### src/rtl/mem_arbiter_if.sv
// Bundled request, response and shared-memory signals of the fetch/data arbiter.
// The master modport is the arbiter's view and the slave modport is the environment's view.
interface mem_arbiter_if #(
  parameter int BUS_WIDTH = 32
);
  logic                 i_req;
  logic [BUS_WIDTH-1:0] i_addr;
  logic                 i_ack;
  logic [BUS_WIDTH-1:0] i_rdata;

  logic                 d_req;
  logic                 d_wr;
  logic [BUS_WIDTH-1:0] d_addr;
  logic [BUS_WIDTH-1:0] d_wdata;
  logic [1:0]           d_size;
  logic                 d_sz_ex;
  logic                 d_ack;
  logic [BUS_WIDTH-1:0] d_rdata;
  logic                 d_fault;

  logic                 mem_wr_en;
  logic [BUS_WIDTH-1:0] mem_addr;
  logic [BUS_WIDTH-1:0] mem_wdata;
  logic [1:0]           mem_size;
  logic                 mem_sz_ex;
  logic [BUS_WIDTH-1:0] mem_rdata;

  logic                 busy;

  modport master (
    input  i_req, i_addr, d_req, d_wr, d_addr, d_wdata, d_size, d_sz_ex, mem_rdata,
    output i_ack, i_rdata, d_ack, d_rdata, d_fault,
           mem_wr_en, mem_addr, mem_wdata, mem_size, mem_sz_ex, busy
  );

  modport slave (
    output i_req, i_addr, d_req, d_wr, d_addr, d_wdata, d_size, d_sz_ex, mem_rdata,
    input  i_ack, i_rdata, d_ack, d_rdata, d_fault,
           mem_wr_en, mem_addr, mem_wdata, mem_size, mem_sz_ex, busy
  );
endinterface

### src/rtl/mem_arbiter.sv
// Round-robin arbiter sharing one memory port between instruction fetch and data access.
// Each access takes IDLE -> ACCESS -> RESP, and all outputs come straight from flops.
module mem_arbiter #(
  parameter int BUS_WIDTH  = 32,
  parameter int I_MEM_SIZE = 32
) (
  input  logic          clk,
  input  logic          rst,
  mem_arbiter_if.master bus
);
  localparam logic [BUS_WIDTH-1:0] I_MEM_LIMIT = BUS_WIDTH'(I_MEM_SIZE);

  typedef enum logic [1:0] {
    ST_IDLE   = 2'd0,
    ST_ACCESS = 2'd1,
    ST_RESP   = 2'd2
  } state_t;

  state_t               state_r,     state_s;
  logic [BUS_WIDTH-1:0] lat_addr_r,  lat_addr_s;
  logic [BUS_WIDTH-1:0] lat_wdata_r, lat_wdata_s;
  logic [1:0]           lat_size_r,  lat_size_s;
  logic                 lat_sz_ex_r, lat_sz_ex_s;
  logic                 lat_wr_r,    lat_wr_s;
  logic                 gnt_d_r,     gnt_d_s;
  logic                 last_d_r,    last_d_s;
  logic [BUS_WIDTH-1:0] rd_r,        rd_s;
  logic                 i_ack_r,     i_ack_s;
  logic                 d_ack_r,     d_ack_s;
  logic                 fault_r,     fault_s;
  logic                 wr_en_r,     wr_en_s;
  logic                 busy_r,      busy_s;
  logic                 pick_d_s;

  // Data wins when it is the only requester, or on a tie when fetch was served last.
  assign pick_d_s = bus.d_req & (~bus.i_req | ~last_d_r);

  // State register.
  always_ff @(posedge clk or posedge rst) begin
    if (rst) begin
      state_r <= ST_IDLE;
    end else begin
      state_r <= state_s;
    end
  end

  // Next-state and next-output decode.
  always_comb begin
    state_s     = state_r;
    lat_addr_s  = lat_addr_r;
    lat_wdata_s = lat_wdata_r;
    lat_size_s  = lat_size_r;
    lat_sz_ex_s = lat_sz_ex_r;
    lat_wr_s    = lat_wr_r;
    gnt_d_s     = gnt_d_r;
    last_d_s    = last_d_r;
    rd_s        = rd_r;
    i_ack_s     = 1'b0;
    d_ack_s     = 1'b0;
    fault_s     = 1'b0;
    wr_en_s     = 1'b0;
    busy_s      = 1'b0;
    case (state_r)
      ST_IDLE: begin
        if (bus.i_req | bus.d_req) begin
          state_s = ST_ACCESS;
          busy_s  = 1'b1;
          gnt_d_s = pick_d_s;
          if (pick_d_s) begin
            lat_addr_s  = bus.d_addr;
            lat_wdata_s = bus.d_wdata;
            lat_size_s  = bus.d_size;
            lat_sz_ex_s = bus.d_sz_ex;
            lat_wr_s    = bus.d_wr;
            wr_en_s     = bus.d_wr & (bus.d_addr >= I_MEM_LIMIT);
          end else begin
            lat_addr_s  = bus.i_addr;
            lat_wdata_s = {BUS_WIDTH{1'b0}};
            lat_size_s  = 2'b10;
            lat_sz_ex_s = 1'b0;
            lat_wr_s    = 1'b0;
            wr_en_s     = 1'b0;
          end
        end else begin
          state_s = ST_IDLE;
          busy_s  = 1'b0;
        end
      end
      ST_ACCESS: begin
        state_s = ST_RESP;
        busy_s  = 1'b1;
        rd_s    = bus.mem_rdata;
        i_ack_s = ~gnt_d_r;
        d_ack_s = gnt_d_r;
        fault_s = gnt_d_r & lat_wr_r & (lat_addr_r < I_MEM_LIMIT);
      end
      ST_RESP: begin
        // Clearing the latches here is what returns the memory port to zero in IDLE.
        state_s     = ST_IDLE;
        busy_s      = 1'b0;
        last_d_s    = gnt_d_r;
        lat_addr_s  = {BUS_WIDTH{1'b0}};
        lat_wdata_s = {BUS_WIDTH{1'b0}};
        lat_size_s  = 2'b00;
        lat_sz_ex_s = 1'b0;
        lat_wr_s    = 1'b0;
      end
      default: begin
        state_s     = ST_IDLE;
        busy_s      = 1'b0;
        lat_addr_s  = {BUS_WIDTH{1'b0}};
        lat_wdata_s = {BUS_WIDTH{1'b0}};
        lat_size_s  = 2'b00;
        lat_sz_ex_s = 1'b0;
        lat_wr_s    = 1'b0;
      end
    endcase
  end

  // Datapath and output registers; the reset clears them, including a write strobe in flight.
  always_ff @(posedge clk or posedge rst) begin
    if (rst) begin
      lat_addr_r  <= {BUS_WIDTH{1'b0}};
      lat_wdata_r <= {BUS_WIDTH{1'b0}};
      lat_size_r  <= 2'b00;
      lat_sz_ex_r <= 1'b0;
      lat_wr_r    <= 1'b0;
      gnt_d_r     <= 1'b0;
      last_d_r    <= 1'b1;
      rd_r        <= {BUS_WIDTH{1'b0}};
      i_ack_r     <= 1'b0;
      d_ack_r     <= 1'b0;
      fault_r     <= 1'b0;
      wr_en_r     <= 1'b0;
      busy_r      <= 1'b0;
    end else begin
      lat_addr_r  <= lat_addr_s;
      lat_wdata_r <= lat_wdata_s;
      lat_size_r  <= lat_size_s;
      lat_sz_ex_r <= lat_sz_ex_s;
      lat_wr_r    <= lat_wr_s;
      gnt_d_r     <= gnt_d_s;
      last_d_r    <= last_d_s;
      rd_r        <= rd_s;
      i_ack_r     <= i_ack_s;
      d_ack_r     <= d_ack_s;
      fault_r     <= fault_s;
      wr_en_r     <= wr_en_s;
      busy_r      <= busy_s;
    end
  end

  assign bus.i_ack     = i_ack_r;
  assign bus.i_rdata   = rd_r;
  assign bus.d_ack     = d_ack_r;
  assign bus.d_rdata   = rd_r;
  assign bus.d_fault   = fault_r;
  assign bus.mem_wr_en = wr_en_r;
  assign bus.mem_addr  = lat_addr_r;
  assign bus.mem_wdata = lat_wdata_r;
  assign bus.mem_size  = lat_size_r;
  assign bus.mem_sz_ex = lat_sz_ex_r;
  assign bus.busy      = busy_r;
endmodule

### src/flat_wrapper.sv
// flat-port wrapper written by rule: the top's interface ports become plain ports
module mem_arbiter_flat 
#(
  parameter int BUS_WIDTH  = 32,
  parameter int I_MEM_SIZE = 32
)
  (clk, rst, bus_i_req, bus_i_addr, bus_d_req, bus_d_wr, bus_d_addr, bus_d_wdata, bus_d_size, bus_d_sz_ex, bus_mem_rdata, bus_i_ack, bus_i_rdata, bus_d_ack, bus_d_rdata, bus_d_fault, bus_mem_wr_en, bus_mem_addr, bus_mem_wdata, bus_mem_size, bus_mem_sz_ex, bus_busy);
  mem_arbiter_if #(.BUS_WIDTH(BUS_WIDTH)) bus_i ();
  input  logic clk;
  input  logic rst;
  input wire logic [$bits(bus_i.i_req)-1:0] bus_i_req;
  input wire logic [$bits(bus_i.i_addr)-1:0] bus_i_addr;
  input wire logic [$bits(bus_i.d_req)-1:0] bus_d_req;
  input wire logic [$bits(bus_i.d_wr)-1:0] bus_d_wr;
  input wire logic [$bits(bus_i.d_addr)-1:0] bus_d_addr;
  input wire logic [$bits(bus_i.d_wdata)-1:0] bus_d_wdata;
  input wire logic [$bits(bus_i.d_size)-1:0] bus_d_size;
  input wire logic [$bits(bus_i.d_sz_ex)-1:0] bus_d_sz_ex;
  input wire logic [$bits(bus_i.mem_rdata)-1:0] bus_mem_rdata;
  output wire logic [$bits(bus_i.i_ack)-1:0] bus_i_ack;
  output wire logic [$bits(bus_i.i_rdata)-1:0] bus_i_rdata;
  output wire logic [$bits(bus_i.d_ack)-1:0] bus_d_ack;
  output wire logic [$bits(bus_i.d_rdata)-1:0] bus_d_rdata;
  output wire logic [$bits(bus_i.d_fault)-1:0] bus_d_fault;
  output wire logic [$bits(bus_i.mem_wr_en)-1:0] bus_mem_wr_en;
  output wire logic [$bits(bus_i.mem_addr)-1:0] bus_mem_addr;
  output wire logic [$bits(bus_i.mem_wdata)-1:0] bus_mem_wdata;
  output wire logic [$bits(bus_i.mem_size)-1:0] bus_mem_size;
  output wire logic [$bits(bus_i.mem_sz_ex)-1:0] bus_mem_sz_ex;
  output wire logic [$bits(bus_i.busy)-1:0] bus_busy;
  assign bus_i.i_req = bus_i_req;
  assign bus_i.i_addr = bus_i_addr;
  assign bus_i.d_req = bus_d_req;
  assign bus_i.d_wr = bus_d_wr;
  assign bus_i.d_addr = bus_d_addr;
  assign bus_i.d_wdata = bus_d_wdata;
  assign bus_i.d_size = bus_d_size;
  assign bus_i.d_sz_ex = bus_d_sz_ex;
  assign bus_i.mem_rdata = bus_mem_rdata;
  assign bus_i_ack = bus_i.i_ack;
  assign bus_i_rdata = bus_i.i_rdata;
  assign bus_d_ack = bus_i.d_ack;
  assign bus_d_rdata = bus_i.d_rdata;
  assign bus_d_fault = bus_i.d_fault;
  assign bus_mem_wr_en = bus_i.mem_wr_en;
  assign bus_mem_addr = bus_i.mem_addr;
  assign bus_mem_wdata = bus_i.mem_wdata;
  assign bus_mem_size = bus_i.mem_size;
  assign bus_mem_sz_ex = bus_i.mem_sz_ex;
  assign bus_busy = bus_i.busy;
  mem_arbiter #(.BUS_WIDTH(BUS_WIDTH), .I_MEM_SIZE(I_MEM_SIZE)) u_core (.clk(clk), .rst(rst), .bus(bus_i));
endmodule
### config.mk
export PLATFORM = sky130hd
export DESIGN_NAME = mem_arbiter_flat
export DESIGN_NICKNAME = d
export VERILOG_FILES = /design/src/rtl/mem_arbiter_if.sv /design/src/rtl/mem_arbiter.sv /design/src/flat_wrapper.sv
export SDC_FILE = /design/constraint.sdc
export NUM_CORES = 1
export LEC_CHECK = 0
export BUFFER_PORTS_ARGS = -buffer_cell sky130_fd_sc_hd__buf_2
export CAP_MARGIN = 20
export CORE_AREA = 2 2 106 108
export DETAILED_ROUTE_END_ITERATION = 12
export DIE_AREA = 0 0 108 110
export GPL_TIMING_DRIVEN = 0
export PLACE_DENSITY_LB_ADDON = 0.12
export SETUP_SLACK_MARGIN = 0.02
export SYNTH_ARGS = -nofsm -noshare
export SYNTH_HDL_FRONTEND = slang
export SYNTH_SLANG_ARGS = --single-unit
### constraint.sdc
create_clock -name clk -period 7.3 [get_ports clk]
set_input_delay 1.46 -clock clk [delete_from_list [all_inputs] [get_ports clk]]
set_output_delay 1.46 -clock clk [all_outputs]
set_load 0.005 [all_outputs]
==> summary.txt, run 1 <==
Logic synthesis
  – Syn_nets: 537
  – Yosys Warn Count: 0
  – Synth area leader: dfrtp_1
  – Primary FF master, synth: dfrtp_1
  – Cell Area, Synth: 4620 um^2
  – Mean post-synth cell area: 11.5 um^2
  – Synth async-reset ratio: 1.00
  – Seq/Total Area, Yosys: 0.591
  – FF+latch count, synth: 109
  – EDFF count, synth: 0
  – Top cells by area, synth: dfrtp_1 (58%), nand2_1 (8.0%), mux2i_1 (6.9%)
  – Netlist cell types: 29
  – Top cell type's share of synthesized area: 0.585
  – Syn Inst Count: 401

STA
  – Setup tns final: 0 ns
  – Final Max Tran Viols: 0
  – Final number of setup-violating endpoints: 0
  – Crit path time final: 2.60 ns
  – Max transition margin: 0.587
  – Worst Hold Margin: 0.492 ns
  – Hold Vio Cnt, Final: 0
  – Skew final: 0.00807 ns
  – Unrepaired setup endpoints after global routing: false
  – Slew @ Worst Pin: 0.614 ns
  – Fin crit share: 0.356
  – Fmax: 0.384 GHz

Die
  – # IOs: 272
  – Chip Width: 108 um
  – Die area: 11900 um^2
  – Starting Density: 0.432
  – Die H: 110 um
  – Rows: 38
  – CORE AREA: 10700 um^2

Setup path
  – Worst setup startpoint: bus_d_req
  – Reg-to-reg startpoint: u_core.state_r[0]
  – Crit path DAT: 2.83 ns
  – Worst EP required: 7.53 ns
  – Largest fanout on the critical path: 10
  – Setup crit start kind: primary input
  – Kind of critical path: in -> reg
  – Nature of the critical path endpoint: flip-flop
  – Worst R2R Setup Slack: 5.65 ns

Cells and area
  – Nets: 820
  – Register area: 2730 um^2
  – Most frequent cells in the layout: buf_2 (280), dfrtp_1 (108), nand2_1 (98)
  – Area Growth Syn to Fin: 37.9%
  – Fillcell total: 956
  – Antenna Cells: 0
  – Multi-input logic area: 1510 um^2
  – Fraction of layout cells with a size suffix above 1: 0.492
  – Most common cell after layout, fill and taps aside: buf_2
  – Layout Cell Area excl Fill: 6370 um^2

Global routing
  – Largest net degree at the start of global routing: 61
  – Global-route wire length before repair: 19.3 mm
  – Vias in the first global route: 3964
  – GRT Total Usage: 0.211
  – GRT overflow: 0
  – Initial antenna violation count: 0

Detailed routing
  – 1st-iter DRT viols: 190
  – DRC viols: 0
  – Post-Route WL: 12.6 mm
  – Vias per std cell: 4.84
  – Routed Antenna Nets: 0
  – Vias: 4011
  – WL/cell: 15.2 um
  – Detailed-router iteration count before antenna repair: 4

Min path
  – Hold Crit Start: u_core.bus.mem_addr[3]
  – Min-delay worst type: reg -> reg

Place
  – PortBufs: 271
  – Dpl cell area: 6180 um^2
  – HPWL Detailed: 10.0 mm
  – Gpl congestion: 0.772

Clock network
  – H-tree depth: 3
  – Cts bufs inserted: 9
  – Postcts setup bufs: 0
  – Skew-Pair Late Insertion Delay: 0.37 ns
  – PostCTS Resize Cnt: 0
  – Cts-stage hold buffer count: 0
  – Worst-case clock buffer depth: 2
  – Clock root buffer: clkbuf_8
  – Clock tree sinks: 109
  – Clock slew at reported path FFs: 0.09 ns
  – TritonCTS clock tree: yes

Power and ir drop
  – P per Cell Area: 377 nW/um^2
  – Worst IR Drop VDD: 0.159 mV
  – P_leak: 3.64 nW

Run
  – Max-cap viol count: 0

Status
  – Outcome: completed
[critical path, stage by stage]
cell       delay, ns
buf_2           0.11
o21bai_1        0.33
or2_1           0.15
buf_2           0.19
buf_1           0.45
o2bb2ai_1       0.14
[final timing paths]
path,end,depth (start not counted)
max,u_core.bus.mem_addr[5],6
min,u_core.bus.mem_addr[3],1
max reg2reg,u_core.bus.mem_addr[5],5
min reg2reg,u_core.bus.mem_addr[3],1
max in group asynchronous,u_core.last_d_r,3
min in group asynchronous,u_core.bus.d_rdata[15],2
[metrics by stage]
stage	cells	total power, mW	setup WS [ns]	utilization
floorplan	401	1.58	2.97	-
global placement	812	2.06	1.84	0.575
detailed placement	813	2.08	4.30	0.578
CTS	829	2.43	4.70	0.596
global route	829	2.60	4.57	0.596
finish	829	2.40	4.70	0.596
[routing by layer]
| metal | up-vias | global-route usage | wire length, um |
|---|---|---|---|
| li1 | 1937 | - | - |
| met1 | 1874 | 0.263 | 5200 |
| met2 | 174 | 0.358 | 6120 |
| met5 | - | 0 | 0 |
| met4 | 0 | 0.0962 | 318 |
| met3 | 26 | 0.0429 | 930 |
[sequential cells by signal (all words and copies together), names as in the netlist]
register / count
u_core.state_r: 2
u_core.bus.mem_sz_ex: 1
u_core.bus.mem_wdata: 32
u_core.bus.busy: 1
u_core.bus.mem_wr_en: 1
u_core.last_d_r: 1
u_core.bus.d_rdata: 32
u_core.bus.d_ack: 1
u_core.bus.mem_size: 2
u_core.bus.d_fault: 1
u_core.lat_wr_r: 1
u_core.bus.mem_addr: 32
u_core.bus.i_ack: 1
u_core.gnt_d_r: 1
[power by group]
part	leakage [nW]	internal [mW]	total, mW	switching [mW]
clock network	0.0929	0.153	0.349	0.196
logic	2.14	0.537	1.04	0.505
registers	1.40	0.843	1.01	0.168
[synth_stat cells, drive strengths merged, types with 2 or more instances]
cell,n
nor2b,2
nor4,12
a22o,35
nand2,98
clkbuf,8
nand4,2
dfrtp,108
o2bb2ai,33
mux2i,32
nand3,2
inv,3
buf,50
nor3,3
nor2,2
[cells by family (layout without fill, tap and decap cells)]
family / after synthesis / count (layout) / synth area share
flops: 109 / 109 / 0.591
simple gates: 125 / 125 / 0.117
mux: 33 / 33 / 0.0718
compound gates: 73 / 73 / 0.138
buf+inv: 61 / 349 / 0.0829
[layout make-up]
type / count / area share
Buffer: 58 / 0.0583
Clock buffer: 14 / 0.0271
Clock inverter: 2 / 0.00255
Inverter: 3 / 0.00216
Multi-Input combinational cell: 231 / 0.237
Sequential cell: 109 / 0.428
Tap cell: 140 / 0.0275
Timing Repair Buffer: 272 / 0.217
No activity file was read; power rests on OpenSTA's default activity.
==> run 2: changes to the inputs <==
Settings changed: CORE_AREA 2 2 106 108 to not set, CORE_MARGIN set to 2, CORE_UTILIZATION set to 39, DIE_AREA 0 0 108 110 to not set.
Clock period 7.3 ns to 2.2 ns, I/O delays scaled along.
==> run 2 against run 1 <==
Effect of this change:
- clock power increased to 4.8 times the previous value
- sequential power increased to 3.3 times the previous value
- routed wire length increased by 4.6%
- global-route usage decreased by 0.17 points
- setup slack got worse by 4.2 ns
- first-iteration DRC count decreased by 21%
- clock-buffer cell count decreased by 2
- via count increased by 1.0%
- register-to-register slack got worse by 5.2 ns
- clock skew decreased by 0.0022 ns
- core utilization decreased by 2.8 points
- critical endpoint is now u_core.bus.mem_wr_en
- largest power group unchanged
- highest routed layer unchanged
==> summary.txt, run 2 (synthesized netlist as in run 1, its figures left out) <==
Clock network
  – H-tree depth: 3 (unchanged)
  – Cts bufs inserted: 9 (unchanged)
  – Cts-stage hold buffer count: 0 (unchanged)
  – Clock slew at reported path FFs: 0.06 ns (was 0.09 ns)
  – Skew-Pair Late Insertion Delay: 0.34 ns (was 0.37 ns)
  – Clock tree sinks: 109 (unchanged)
  – Worst-case clock buffer depth: 2 (unchanged)
  – PostCTS Resize Cnt: 0 (unchanged)
  – TritonCTS clock tree: yes (unchanged)
  – Postcts setup bufs: 0 (unchanged)
  – Clock root buffer: clkbuf_16 (was clkbuf_8)

STA
  – Slew @ Worst Pin: 0.673 ns (was 0.614 ns)
  – Final Max Tran Viols: 0 (unchanged)
  – Crit path time final: 1.71 ns
  – Final number of setup-violating endpoints: 0 (unchanged)
  – Setup tns final: 0 ns (unchanged)
  – Fin crit share: 0.779
  – Max transition margin: 0.547 (was 0.587)
  – Unrepaired setup endpoints after global routing: false (unchanged)
  – Hold Vio Cnt, Final: 0 (unchanged)
  – Fmax: 0.584 GHz
  – Skew final: 0.00583 ns (was 0.00807 ns)

Die
  – CORE AREA: 11500 um^2 (was 10700 um^2)
  – Die area: 12700 um^2 (was 11900 um^2)
  – # IOs: 272 (unchanged)
  – Rows: 39 (was 38)
  – Chip Width: 113 um (was 108 um)
  – Die H: 113 um (was 110 um)
  – Starting Density: 0.403 (was 0.432)

Detailed routing
  – Post-Route WL: 13.1 mm (was 12.6 mm)
  – DRC viols: 0 (unchanged)
  – Routed Antenna Nets: 0 (unchanged)
  – WL/cell: 15.8 um (was 15.2 um)
  – Vias per std cell: 4.86 (was 4.84)
  – Vias: 4052 (was 4011)
  – 1st-iter DRT viols: 151 (was 190)
  – Detailed-router iteration count before antenna repair: 4 (unchanged)

Global routing
  – Met2 Use GR: 0.361 (was 0.358)
  – GR Util met1: 0.256 (was 0.263)
  – Initial antenna violation count: 0 (unchanged)
  – GRT Total Usage: 0.210 (was 0.211)
  – Global-route wire length before repair: 21.1 mm (was 19.3 mm)
  – Vias in the first global route: 4146 (was 3964)
  – GRT overflow: 0 (unchanged)
  – GRT busiest layer: met2 (unchanged)
  – Largest net degree at the start of global routing: 44 (was 61)
  – M3 GR Usage: 0.0477 (was 0.0429)

Power and ir drop
  – Sw frac: 0.347 (was 0.362)
  – P_leak: 3.69 nW (was 3.64 nW)
  – Worst IR Drop VDD: 0.605 mV (was 0.159 mV)
  – Combinational group share of total power: 0.408 (was 0.434)
  – Clock power frac: 0.197 (was 0.145)
  – Sequential share of power: 0.395 (was 0.421)
  – Sw Pwr: 2.96 mW (was 0.868 mW)
  – Int Pwr: 5.58 mW (was 1.53 mW)
  – P per Cell Area: 1310 nW/um^2 (was 377 nW/um^2)
  – Tot Pwr: 8.55 mW (was 2.40 mW)

Cells and area
  – Fraction of layout cells with a size suffix above 1: 0.491 (was 0.492)
  – Register area: 2730 um^2 (unchanged)
  – Layout Cell Area excl Fill: 6510 um^2 (was 6370 um^2)
  – Multi-input logic area: 1510 um^2 (unchanged)
  – Fillcell total: 1059 (was 956)
  – Most frequent cells in the layout: buf_2 (280), dfrtp_1 (108), nand2_1 (98) (unchanged)
  – Post-route insts no fill: 833 (was 829)
  – Area Growth Syn to Fin: 40.9% (was 37.9%)
  – Most common cell after layout, fill and taps aside: buf_2 (unchanged)
  – Antenna Cells: 0 (unchanged)
  – Final Util: 0.568 (was 0.596)
  – Nets: 821 (was 820)

Place
  – Gpl congestion: 0.813 (was 0.772)
  – Dpl cell area: 6200 um^2 (was 6180 um^2)
  – Cell count after placement: 817 (was 813)
  – HPWL Detailed: 10.3 mm (was 10.0 mm)
  – PortBufs: 271 (unchanged)

Setup path
  – Setup crit start kind: flip-flop (was primary input)
  – Kind of critical path: reg -> reg (was in -> reg)
  – Largest fanout on the critical path: 10 (unchanged)
  – Worst R2R Path Depth: 5 (unchanged)
  – Worst EP required: 2.48 ns (was 7.53 ns)
  – Worst setup startpoint: u_core.last_d_r (was bus_d_req)
  – Nature of the critical path endpoint: flip-flop (unchanged)
  – Crit path DAT: 1.99 ns (was 2.83 ns)
  – Reg2reg end: u_core.bus.mem_wr_en (was u_core.bus.mem_addr[5])
  – Worst R2R Setup Slack: 0.49 ns (was 5.65 ns)
  – Reg-to-reg startpoint: u_core.last_d_r (was u_core.state_r[0])

Min path
  – Min-delay worst type: in -> async (was reg -> reg)

Status
  – Outcome: completed (unchanged)

Run
  – Max-cap viol count: 0 (unchanged)
run 2: changes by cell type in the layout (fill, tap and decap cells not counted):
cell | before | now
clkbuf_8 | 12 | 0
clkbuf_16 | 0 | 9
buf_12 | 0 | 2
bufinv_16 | 0 | 2
buf_16 | 1 | 0
clkbuf_1 | 10 | 11
clkinv_2 | 0 | 1
clkinv_4 | 1 | 0
clkinvlp_4 | 1 | 2
inv_4 | 1 | 0
run 2: final cells by class:
type / instances / area share
flip-flops and latches: 109 / 0.419
multi-input cells: 231 / 0.232
repair buffers: 273 / 0.215
plain buffers: 58 / 0.0571
clock buffers: 12 / 0.0363
well taps: 143 / 0.0275
clock inverters: 4 / 0.0111
inverters: 3 / 0.00231
run 2: how the worst max path moves through the flow:
| stage | slack (ns) | endpoint | depth (start not counted) |
|---|---|---|---|
| 3_5_place_dp | 0.17 | u_core.bus.mem_addr[4] | 6 |
| 4_1_cts | 0.45 | u_core.bus.mem_wr_en | 5 |
| 3_3_place_gp | -0.27 | u_core.bus.mem_addr[13] | 2 |
| 2_1_floorplan | 0.45 | u_core.bus.busy | 1 |
| 5_1_grt | 0.34 | u_core.bus.d_rdata[0] | 6 |
| 6_report | 0.49 | u_core.bus.mem_wr_en | 5 |
run 2: critical path, stage by stage (launching register included):
cell	delay, ns
dfstp_2	0.38
a21bo_1	0.18
buf_2	0.22
nor3_4	0.43
buf_4	0.28
o211a_1	0.16
run 2: per-layer routing:
| layer | wire length, um | vias to the layer above | share of wire |
|---|---|---|---|
| met5 | 0 | - | 0 |
| met4 | 331 | 0 | 0.025 |
| met3 | 1090 | 24 | 0.083 |
| met2 | 6460 | 177 | 0.49 |
| met1 | 5270 | 1912 | 0.40 |
| li1 | - | 1939 | - |
run 2: power groups by stage:
stage / Combinational [mW] / Sequential, mW / Clock (mW)
floorplan: 1.86 / 3.39 / 0
detailed placement: 3.55 / 3.40 / 0
CTS: 3.56 / 3.38 / 1.72
global route: 3.89 / 3.51 / 1.82
finish: 3.48 / 3.37 / 1.69
global placement: 3.47 / 3.37 / 0
run 2: metrics by stage:
stage | hold slack (ns) | setup slack, ns
5_1_grt | 0.225 | 0.342
3_3_place_gp | 0.469 | -0.269
2_1_floorplan | 0.456 | 0.445
6_report | 0.179 | 0.487
4_1_cts | 0.193 | 0.445
3_5_place_dp | 0.468 | 0.172
==> run 3: changes to the inputs <==
Settings changed: ABC_AREA set to 1, CORE_UTILIZATION 39 to 40.
Clock period 2.2 ns to 1.5 ns, I/O delays scaled along.
==> run 3 against run 2 <==
Effect of this change:
- power grew 55%
- sequential cell count is the same
- setup slack lost 0.39 ns
- synthesized cell count grew 47%
- clock-buffer cell count shrank 3
- synthesized area grew 7.4%
- via count grew 20%
- critical path type unchanged
- critical endpoint is now u_core.bus.mem_addr[31]
- largest cell class unchanged
- largest power group unchanged
==> summary.txt, run 3 <==
Global routing
  – GRT overflow: 0 (unchanged)
  – GRT Total Usage: 0.219 (was 0.210)
  – Vias in the first global route: 4746 (was 4146)
  – Largest net degree at the start of global routing: 39 (was 44)
  – Initial antenna violation count: 0 (unchanged)
  – Global-route wire length before repair: 22.7 mm (was 21.1 mm)

Run
  – Max-cap viol count: 0 (unchanged)

Detailed routing
  – 1st-iter DRT viols: 213 (was 151)
  – Routed Antenna Nets: 0 (unchanged)
  – Post-Route WL: 14.4 mm (was 13.1 mm)
  – DRC viols: 0 (unchanged)
  – Detailed-router iteration count before antenna repair: 4 (unchanged)
  – WL/cell: 13.7 um (was 15.8 um)
  – Vias per std cell: 4.62 (was 4.86)
  – Vias: 4846 (was 4052)

Power and ir drop
  – Worst IR Drop VDD: 0.641 mV (was 0.605 mV)
  – P_leak: 4.12 nW (was 3.69 nW)
  – P per Cell Area: 1900 nW/um^2 (was 1310 nW/um^2)
  – Tot Pwr: 13.3 mW (was 8.55 mW)

Cells and area
  – Fraction of layout cells with a size suffix above 1: 0.405 (was 0.491)
  – Most frequent cells in the layout: buf_2 (282), nand2_1 (206), dfrtp_1 (107) (was buf_2 (280), dfrtp_1 (108), nand2_1 (98))
  – Most common cell after layout, fill and taps aside: buf_2 (unchanged)
  – Fillcell total: 1115 (was 1059)
  – Register area: 2730 um^2 (about the same)
  – Multi-input logic area: 1630 um^2 (was 1510 um^2)
  – Nets: 1012 (was 821)
  – Area Growth Syn to Fin: 40.5% (was 40.9%)
  – Antenna Cells: 0 (unchanged)
  – Final Util: 0.578 (was 0.568)

STA
  – Setup tns final: 0 ns (unchanged)
  – Unrepaired setup endpoints after global routing: true (was false)
  – Hold Vio Cnt, Final: 0 (unchanged)
  – Final number of setup-violating endpoints: 0 (unchanged)
  – Worst Hold Margin: 0.00572 ns (was 0.179 ns)
  – Final Max Tran Viols: 0 (unchanged)
  – Max transition margin: 0.571 (was 0.547)
  – Skew final: 0.00826 ns (was 0.00583 ns)
  – Slew @ Worst Pin: 0.642 ns (was 0.673 ns)
  – Crit path time final: 1.41 ns (was 1.71 ns)
  – Fmax: 0.711 GHz (was 0.584 GHz)
  – Fin crit share: 0.938 (was 0.779)

Die
  – CORE AREA: 12100 um^2 (was 11500 um^2)
  – Die area: 13300 um^2 (was 12700 um^2)
  – Die H: 115 um (was 113 um)
  – Rows: 40 (was 39)
  – # IOs: 272 (unchanged)
  – Chip Width: 115 um (was 113 um)
  – Starting Density: 0.412 (was 0.403)

Setup path
  – Setup crit start kind: flip-flop (unchanged)
  – Kind of critical path: reg -> reg (unchanged)
  – Largest fanout on the critical path: 10 (unchanged)
  – Worst EP required: 1.72 ns (was 2.48 ns)
  – Nature of the critical path endpoint: flip-flop (unchanged)
  – Crit path DAT: 1.63 ns (was 1.99 ns)

Place
  – HPWL Detailed: 11.4 mm (was 10.3 mm)
  – PortBufs: 271 (unchanged)
  – Gpl congestion: 0.821 (was 0.813)

Logic synthesis
  – Top post-synthesis cells by count: nand2_1 (206), dfrtp_1 (108), inv_1 (58) (was dfrtp_1 (108), nand2_1 (98), buf_4 (38))
  – Netlist cell types: 25 (was 29)
  – Top cell type's share of synthesized area: 0.544 (was 0.585)
  – Mean post-synth cell area: 8.41 um^2 (was 11.5 um^2)
  – Seq/Total Area, Yosys: 0.550 (was 0.591)
  – Synth async-reset ratio: 1.00 (unchanged)
  – Top cells by area, synth: dfrtp_1 (54%), nand2_1 (16%), buf_4 (5.4%) (was dfrtp_1 (58%), nand2_1 (8.0%), mux2i_1 (6.9%))
  – FF+latch count, synth: 109 (unchanged)
  – Cell Area, Synth: 4960 um^2 (was 4620 um^2)
  – Syn Inst Count: 590 (was 401)
  – Most frequent cell after synthesis: nand2_1 (was dfrtp_1)
  – Yosys Warn Count: 0 (unchanged)
  – Synth area leader: dfrtp_1 (unchanged)
  – Syn_nets: 726 (was 537)
  – EDFF count, synth: 0 (unchanged)
  – Primary FF master, synth: dfrtp_1 (unchanged)

Clock network
  – Postcts setup bufs: 0 (unchanged)
  – Clock tree sinks: 109 (unchanged)
  – TritonCTS clock tree: yes (unchanged)
  – Clock slew at reported path FFs: 0.07 ns (was 0.06 ns)
  – Cts bufs inserted: 9 (unchanged)
  – H-tree depth: 3 (unchanged)
  – Skew-Pair Late Insertion Delay: 0.35 ns (was 0.34 ns)
  – Clock root buffer: clkbuf_16 (unchanged)
  – Worst-case clock buffer depth: 2 (unchanged)

Min path
  – Min-delay worst type: in -> async (unchanged)

Status
  – Outcome: completed (unchanged)
-- run 3: area by class of cell --
class	instances	area share
plain buffers	60	0.0569
clock buffers	9	0.0323
clock inverters	7	0.0176
inverters	62	0.0339
multi-input cells	359	0.233
flip-flops and latches	109	0.391
well taps	168	0.0301
repair buffers	275	0.204
-- run 3: logic make-up (layout without fill, tap and decap cells) --
family	count (synthesis)	count (layout)	synth area share
compound gates	70	70	0.0880
flops	109	109	0.550
buf+inv	122	413	0.124
simple gates	289	289	0.238
-- run 3: worst max-delay path: stages (launching register included) --
cell      delay [ns]
dfstp_2         0.54
nand2_1         0.08
nand2_4         0.15
clkbuf_4        0.22
nand2_1         0.06
o211ai_1        0.11
o21ai_0         0.12
-- run 3: repair_timing --
action	CTS	global route
resized for setup	0	9
hold buffers	1	0
hold endpoints to repair	14	0
endpoints found under the setup margin	0	55
-- run 3: stage by stage --
step / cells / area [um^2] / setup WS (ns)
after floorplan: 590 / 4970 / -0.115
after global placement: 1029 / 6530 / -0.834
after detailed placement: 1032 / 6590 / 0.0206
after CTS: 1049 / 6950 / 0.0337
after global routing: 1049 / 6980 / 0.00324
final: 1049 / 6980 / 0.0927
-- run 3: path summary, 6_finish.rpt --
kind	start	endpoint	slack, ns	cells past startpoint
max in group asynchronous	rst	u_core.bus.d_rdata[27]	0.45	3
min in group clk	bus_d_wdata[4]	u_core.bus.mem_wdata[4]	0.14	3
setup reg to reg	u_core.last_d_r	u_core.bus.mem_addr[31]	0.09	6
hold reg to reg	u_core.gnt_d_r	u_core.bus.i_ack	0.46	1
hold / removal	rst	u_core.bus.d_rdata[31]	0.006	3
setup / recovery	u_core.last_d_r	u_core.bus.mem_addr[31]	0.09	6
-- run 3: layer usage --
metal  track usage  wire length [um]
met5             0                 0
met1         0.259              5920
met3        0.0522               960
met2         0.388              7250
met4        0.0795               290
-- run 3: report_power, final --
| group | internal [mW] | total [mW] | leakage [nW] | switching, mW |
|---|---|---|---|---|
| combinational | 2.61 | 5.67 | 2.55 | 3.06 |
| sequential | 4.11 | 4.85 | 1.40 | 0.740 |
| clock | 1.64 | 2.75 | 0.168 | 1.10 |
